<file path="src/rtl/piso_tx.sv">
// Parallel-in serial-out transmitter: accepts a word on a valid/ready handshake and
// shifts it out MSB-first, one sout_en strobe per bit, CLKS_PER_BIT clocks per bit.
module piso_tx #(
    parameter int DATA_W       = 8,
    parameter int CLKS_PER_BIT = 1
) (
    input  logic              clk,
    input  logic              rst,
    input  logic [DATA_W-1:0] data_in,
    input  logic              load_valid,
    output logic              load_ready,
    output logic              sout,
    output logic              sout_en,
    output logic              busy,
    output logic              done
);

    localparam int BIT_W = $clog2(DATA_W);
    localparam int DIV_W = (CLKS_PER_BIT > 1) ? $clog2(CLKS_PER_BIT) : 1;
    localparam logic [BIT_W-1:0] BIT_LAST = BIT_W'(DATA_W - 1);
    localparam logic [DIV_W-1:0] DIV_LAST = DIV_W'(CLKS_PER_BIT - 1);

    typedef enum logic [1:0] {
        IDLE  = 2'd0,
        SHIFT = 2'd1,
        DONE  = 2'd2
    } state_t;

    state_t            state, state_nxt;
    logic [DATA_W-1:0] shreg, shreg_nxt;
    logic [BIT_W-1:0]  bit_cnt, bit_cnt_nxt;
    logic [DIV_W-1:0]  div_cnt, div_cnt_nxt;
    logic              bit_end;

    assign bit_end = (div_cnt == DIV_LAST);

    always_ff @(posedge clk or negedge rst) begin
        if (!rst) begin
            state   <= IDLE;
            shreg   <= '0;
            bit_cnt <= '0;
            div_cnt <= '0;
        end else begin
            state   <= state_nxt;
            shreg   <= shreg_nxt;
            bit_cnt <= bit_cnt_nxt;
            div_cnt <= div_cnt_nxt;
        end
    end

    // Outputs decode only registered state, so load_valid/data_in never reach them combinationally.
    always_comb begin
        state_nxt   = state;
        shreg_nxt   = shreg;
        bit_cnt_nxt = bit_cnt;
        div_cnt_nxt = div_cnt;
        load_ready  = 1'b0;
        sout        = 1'b0;
        sout_en     = 1'b0;
        busy        = 1'b0;
        done        = 1'b0;

        case (state)
            IDLE: begin
                load_ready = 1'b1;
                if (load_valid) begin
                    shreg_nxt   = data_in;
                    bit_cnt_nxt = '0;
                    div_cnt_nxt = '0;
                    state_nxt   = SHIFT;
                end
            end

            SHIFT: begin
                busy    = 1'b1;
                sout    = shreg[DATA_W-1];
                sout_en = bit_end;
                if (bit_end) begin
                    div_cnt_nxt = '0;
                    shreg_nxt   = {shreg[DATA_W-2:0], 1'b0};
                    if (bit_cnt == BIT_LAST) begin
                        bit_cnt_nxt = '0;
                        state_nxt   = DONE;
                    end else begin
                        bit_cnt_nxt = bit_cnt + BIT_W'(1);
                    end
                end else begin
                    div_cnt_nxt = div_cnt + DIV_W'(1);
                end
            end

            DONE: begin
                busy      = 1'b1;
                done      = 1'b1;
                state_nxt = IDLE;
            end

            default: begin
                state_nxt = IDLE;
            end
        endcase
    end

endmodule

</file>
<file path="config.mk">
export PLATFORM = sky130hd
export DESIGN_NAME = piso_tx
export DESIGN_NICKNAME = d
export VERILOG_FILES = /design/src/rtl/piso_tx.sv
export SDC_FILE = /design/constraint.sdc
export NUM_CORES = 1
export LEC_CHECK = 0
export BUFFER_PORTS_ARGS = -buffer_cell sky130_fd_sc_hd__buf_2
export CELL_PAD_IN_SITES_DETAIL_PLACEMENT = 0
export CELL_PAD_IN_SITES_GLOBAL_PLACEMENT = 1
export CORE_MARGIN = 2
export CORE_UTILIZATION = 30
export DETAILED_ROUTE_END_ITERATION = 12
export GPL_TIMING_DRIVEN = 0
export MAX_ROUTING_LAYER = met4
export PLACE_DENSITY_LB_ADDON = 0.3
export SLEW_MARGIN = 30
export SYNTH_ARGS = -nofsm -noshare
export SYNTH_HDL_FRONTEND = slang
export SYNTH_SLANG_ARGS = --single-unit
</file>
<file path="constraint.sdc">
create_clock -name clk -period 3.1 [get_ports clk]
set_clock_uncertainty 0.2 [all_clocks]
set_input_delay 0.465 -clock clk [delete_from_list [all_inputs] [get_ports clk]]
set_output_delay 0.465 -clock clk [all_outputs]
set_load 0.03 [all_outputs]
</file>
Word level (Yosys, flattened, before mapping)
Index checks and enable logic that the tools add are counted.

storage, ports and cells
  logic and storage cells = 38
  input bits = 11
  register bits after elaboration = 14
  output and inout port bits = 5

cells by class
  add/subtract/negate cells = 2
  bitwise logic cells = 1
  muxes and demuxes = 19
  reduce and logical (&&, ||, !) cells = 6
  eq/ne operators = 6

operator list
  kind                                                              count
  8-bit two-way mux                                                 2
  8-bit case mux with 2 select lines                                1
  3-bit two-way mux                                                 3
  1-bit two-way mux                                                 7
  2-bit two-way mux                                                 3
  2-bit != test (second input constant)                             3
  3-bit case mux with 2 select lines                                1
  3-bit AND reduction                                               2
  2-bit case mux with 2 select lines                                1
  3-bit by 1-bit adder with 3-bit output (second input constant)    1
  3-bit == test (second input constant)                             1
  2-bit by 1-bit == test with 1-bit output (second input constant)  1
  2-bit == test (second input constant)                             1
  2-bit zero test                                                   1
  1-bit case mux with 2 select lines                                1
  2-bit AND reduction                                               1
  2-bit nonzero test                                                1
  2-bit OR reduction                                                1
  1-bit adder (second input constant)                               1
  1-bit NOT                                                         1

Longest topological paths before layout
  word-level depth = 4
  mapped depth = 6
  gate-level depth less buffers = 5

Worst setup path before layout
Ideal clock, no wire load.

  path kind = flip-flop to output port
  start = register state[1]
  end = output sout
  cell stages (with the launch flop) = 6
  path buffers = 2
  required time = 2435 ps
  arrival time = 1655 ps
  setup slack = 780 ps
  path through = dfrtp_1 -> inv_1 -> ha_1 -> buf_2 -> clkbuf_1 -> and2_1

between the ends
  word-level cells in the longest chain between the ends = 2

RTL lines
  what                                      RTL line  text
  start, declared                           29        state_t state, state_nxt;
  start signal, assigned                    44        state <= state_nxt;
  2-bit by 1-bit == test with 1-bit output  63        case (state)
  1-bit two-way mux                         63
  end, declared                             12        output logic sout,

No other way between the ends.

Worst setup path in the final report
Ends and elaborated chain as after synthesis.

==> flow_summary.toml <==
[critical_path]
cp_data_required_time_ps = 2430
r2r_slack_ps = 1230
cp-end-kind = "output pin"
cp-start-kind = "register"
reg2reg_from = "state[1]"
r2r-end = "shreg[7]"
cp_max_fo = 10
r2r_cells = 6
critical_path_class = "reg -> out"
arrival_ps = 1970

[cts]
clkSinkCount = 13
cts_tree = "built"
cts_resized = 0
ctsRootBufferMaster = "clkbuf_4"
cts_buffer_depth = 2
ctsHtreeMaxLevel = 1
cts_buffers = 3
clkTransAtPathRegs_ps = 90
postCtsSetupBuffers = 0
worst_skew_pair.late_latency_ps = 280

[worst_hold_path]
hold_path_depth = 3
min_from = "data_in[5]"
hold_end = "shreg[5]"
hp-class = "in -> reg"

[logic_synthesis]
yosys.cell_count.top_type = "dfrtp_1"
synth_top_area_share_pct = 43.5
avgSynthCellArea_sq_um = 10.7
seq_area_frac_synth_pct = 43.5
ys_ff_latch = 13
syn_inst = 70
syn-num-nets = 87
synth-main-ff-cell = "dfrtp_1"
ys_warn_count = 0
synth_area_sq_um = 748
synth_area_leaders = "dfrtp_1, ha_1, nand3_1"
synthTopCellsByCount = "dfrtp_1, nand3_1, ha_1"
ys_types = 26
synth-edff-count = 0
yosys.area.top_type = "dfrtp_1"
synthArstFlopShare_pct = 100

[final_layout]
multi_input_area_sq_um = 394
regArea_sq_um = 325
drive_above_1_share_pct = 27.8
fillers = 248
num_antenna_cells = 0
fin_nets = 108
area_delta_synth_final_pct = 19.9

[timing]
setup_viol = 0
fmax_mhz = 379
worst_pin_slew_ps = 403
rsz0062_at_grt = "no"
maxSlewViolCount = 0
hold_viol = 0
period_share_pct = 85.0
min_period_ps = 2640
slew_headroom_pct = 73.1
fin_setup_tns_ps = 0

[route]
first_pass_iters = 4
drt_iter0_markers = 6
viasPerCell = 5.11
vias = 613
drc_errors = 0
postRouteWirelength_microns = 1670
routedWlPerCell_microns = 13.9
final_antenna_net_count = 0

[pwr]
leakage_nw = 0.425
vdd_drop_max_mv = 0.364
power_density_nw_per_um2 = 1040
power_mw = 0.932

[floorplan]
die_y_microns = 53.9
row_count = 18
ios = 16
start_util_pct = 31.0
core-area_sq_um = 2410
die_w_microns = 53.9
die_area_sq_um = 2910

[grt]
first_global_vias = 529
grt_max_degree = 14
antenna_found_initial = 0
overflow = 0
grt.total_usage_pct = 13.8
grt_first_pass_wirelength_microns = 2710

[placed_design]
place_congestion = 0.688
dp_hpwl_microns = 1190
portBuffers = 15

[flow_run]
cap_violations = 0

[outcome]
status = "finished, final reports clean"
[worst max-delay path by stage]
stage,from,to,cells past startpoint
global placement,state[1],sout,6
finish,state[1],sout,6
CTS,state[1],sout,6
global route,state[1],sout,6
detailed placement,state[1],sout,6
floorplan,state[1],sout,5
[per-layer routing]
layer	global-route usage (%)	wire, microns	vias to the layer above
met5	-	0	-
met3	5.83	107	2
met1	18.6	829	293
met2	18.7	717	17
met4	3.85	13	0
li1	-	-	301
[repair_timing]
item,CTS,global route
endpoints found under the hold margin,13,0
setup endpoints to repair,0,0
hold buffers,1,0
[flip-flops by register name (all words and copies together) (netlist names)]
name / cells
bit_cnt: 3
state: 2
shreg: 8
[power by group]
part,internal (mW),leakage (nW),total [mW],switching [mW]
logic,0.221,0.249,0.528,0.307
clock network,0.0500,0.0150,0.108,0.0576
registers,0.248,0.162,0.297,0.0485
total,0.519,0.425,0.932,0.413
[per-stage QoR]
stage          setup WS [ps]  cells  instance area [sq um]  util, %  hold WS (ps)
2_1_floorplan            780     70                    748        -         -30.6
3_3_place_gp             768    115                    861     35.7           182
3_5_place_dp             792    115                    861     35.7           182
4_1_cts                  447    120                    897     37.2           244
5_1_grt                  283    120                    897     37.2           254
6_report                 465    120                    897     37.2           254
[area by class of cell]
| type | count | area share [%] |
|---|---|---|
| multi-input combinational | 51 | 43.9 |
| tap | 30 | 4.18 |
| sequential | 13 | 36.3 |
| timing repair buffer | 16 | 9.48 |
| clock buffer | 4 | 2.93 |
| inverter | 2 | 0.837 |
| buffer | 4 | 2.37 |
[cells by family after synthesis]
| logic type | Yosys count | synth area share, % |
|---|---|---|
| flip-flops | 13 | 43.5 |
| adder cells (fa/ha/maj) | 6 | 10.0 |
| AO/OA/AOI/OAI | 17 | 17.1 |
| buffers and inverters | 6 | 3.85 |
| multiplexers | 1 | 2.01 |
| AND/OR/NAND/NOR | 27 | 23.6 |
[layout by cell type (no fill, tap or decap)]
cell type	instances
buf_2	17
dfrtp_1	13
nand3_1	8
ha_1	6
o21ai_1	5
nand4b_1	4
o22a_1	3
nand3b_1	3
o221a_1	3
clkbuf_4	3
inv_1	2
clkbuf_1	2
nand2_1	2
nor2_1	2
nor3b_1	2
a21oi_1	2
a32o_1	2
and2_1	1
nand2b_4	1
buf_4	1
and2b_4	1
a21o_1	1
nor2b_1	1
nor2_2	1
mux2_4	1
nand2b_1	1
o21ai_0	1
dlygate4sd3_1	1
[critical path, stage by stage, from the launching register on]
cell and delay, ps:
dfrtp_1 410, inv_1 110, ha_1 220, buf_2 220, clkbuf_1 360, and2_1 180, buf_2 190
(Power assumes the default switching activity.)
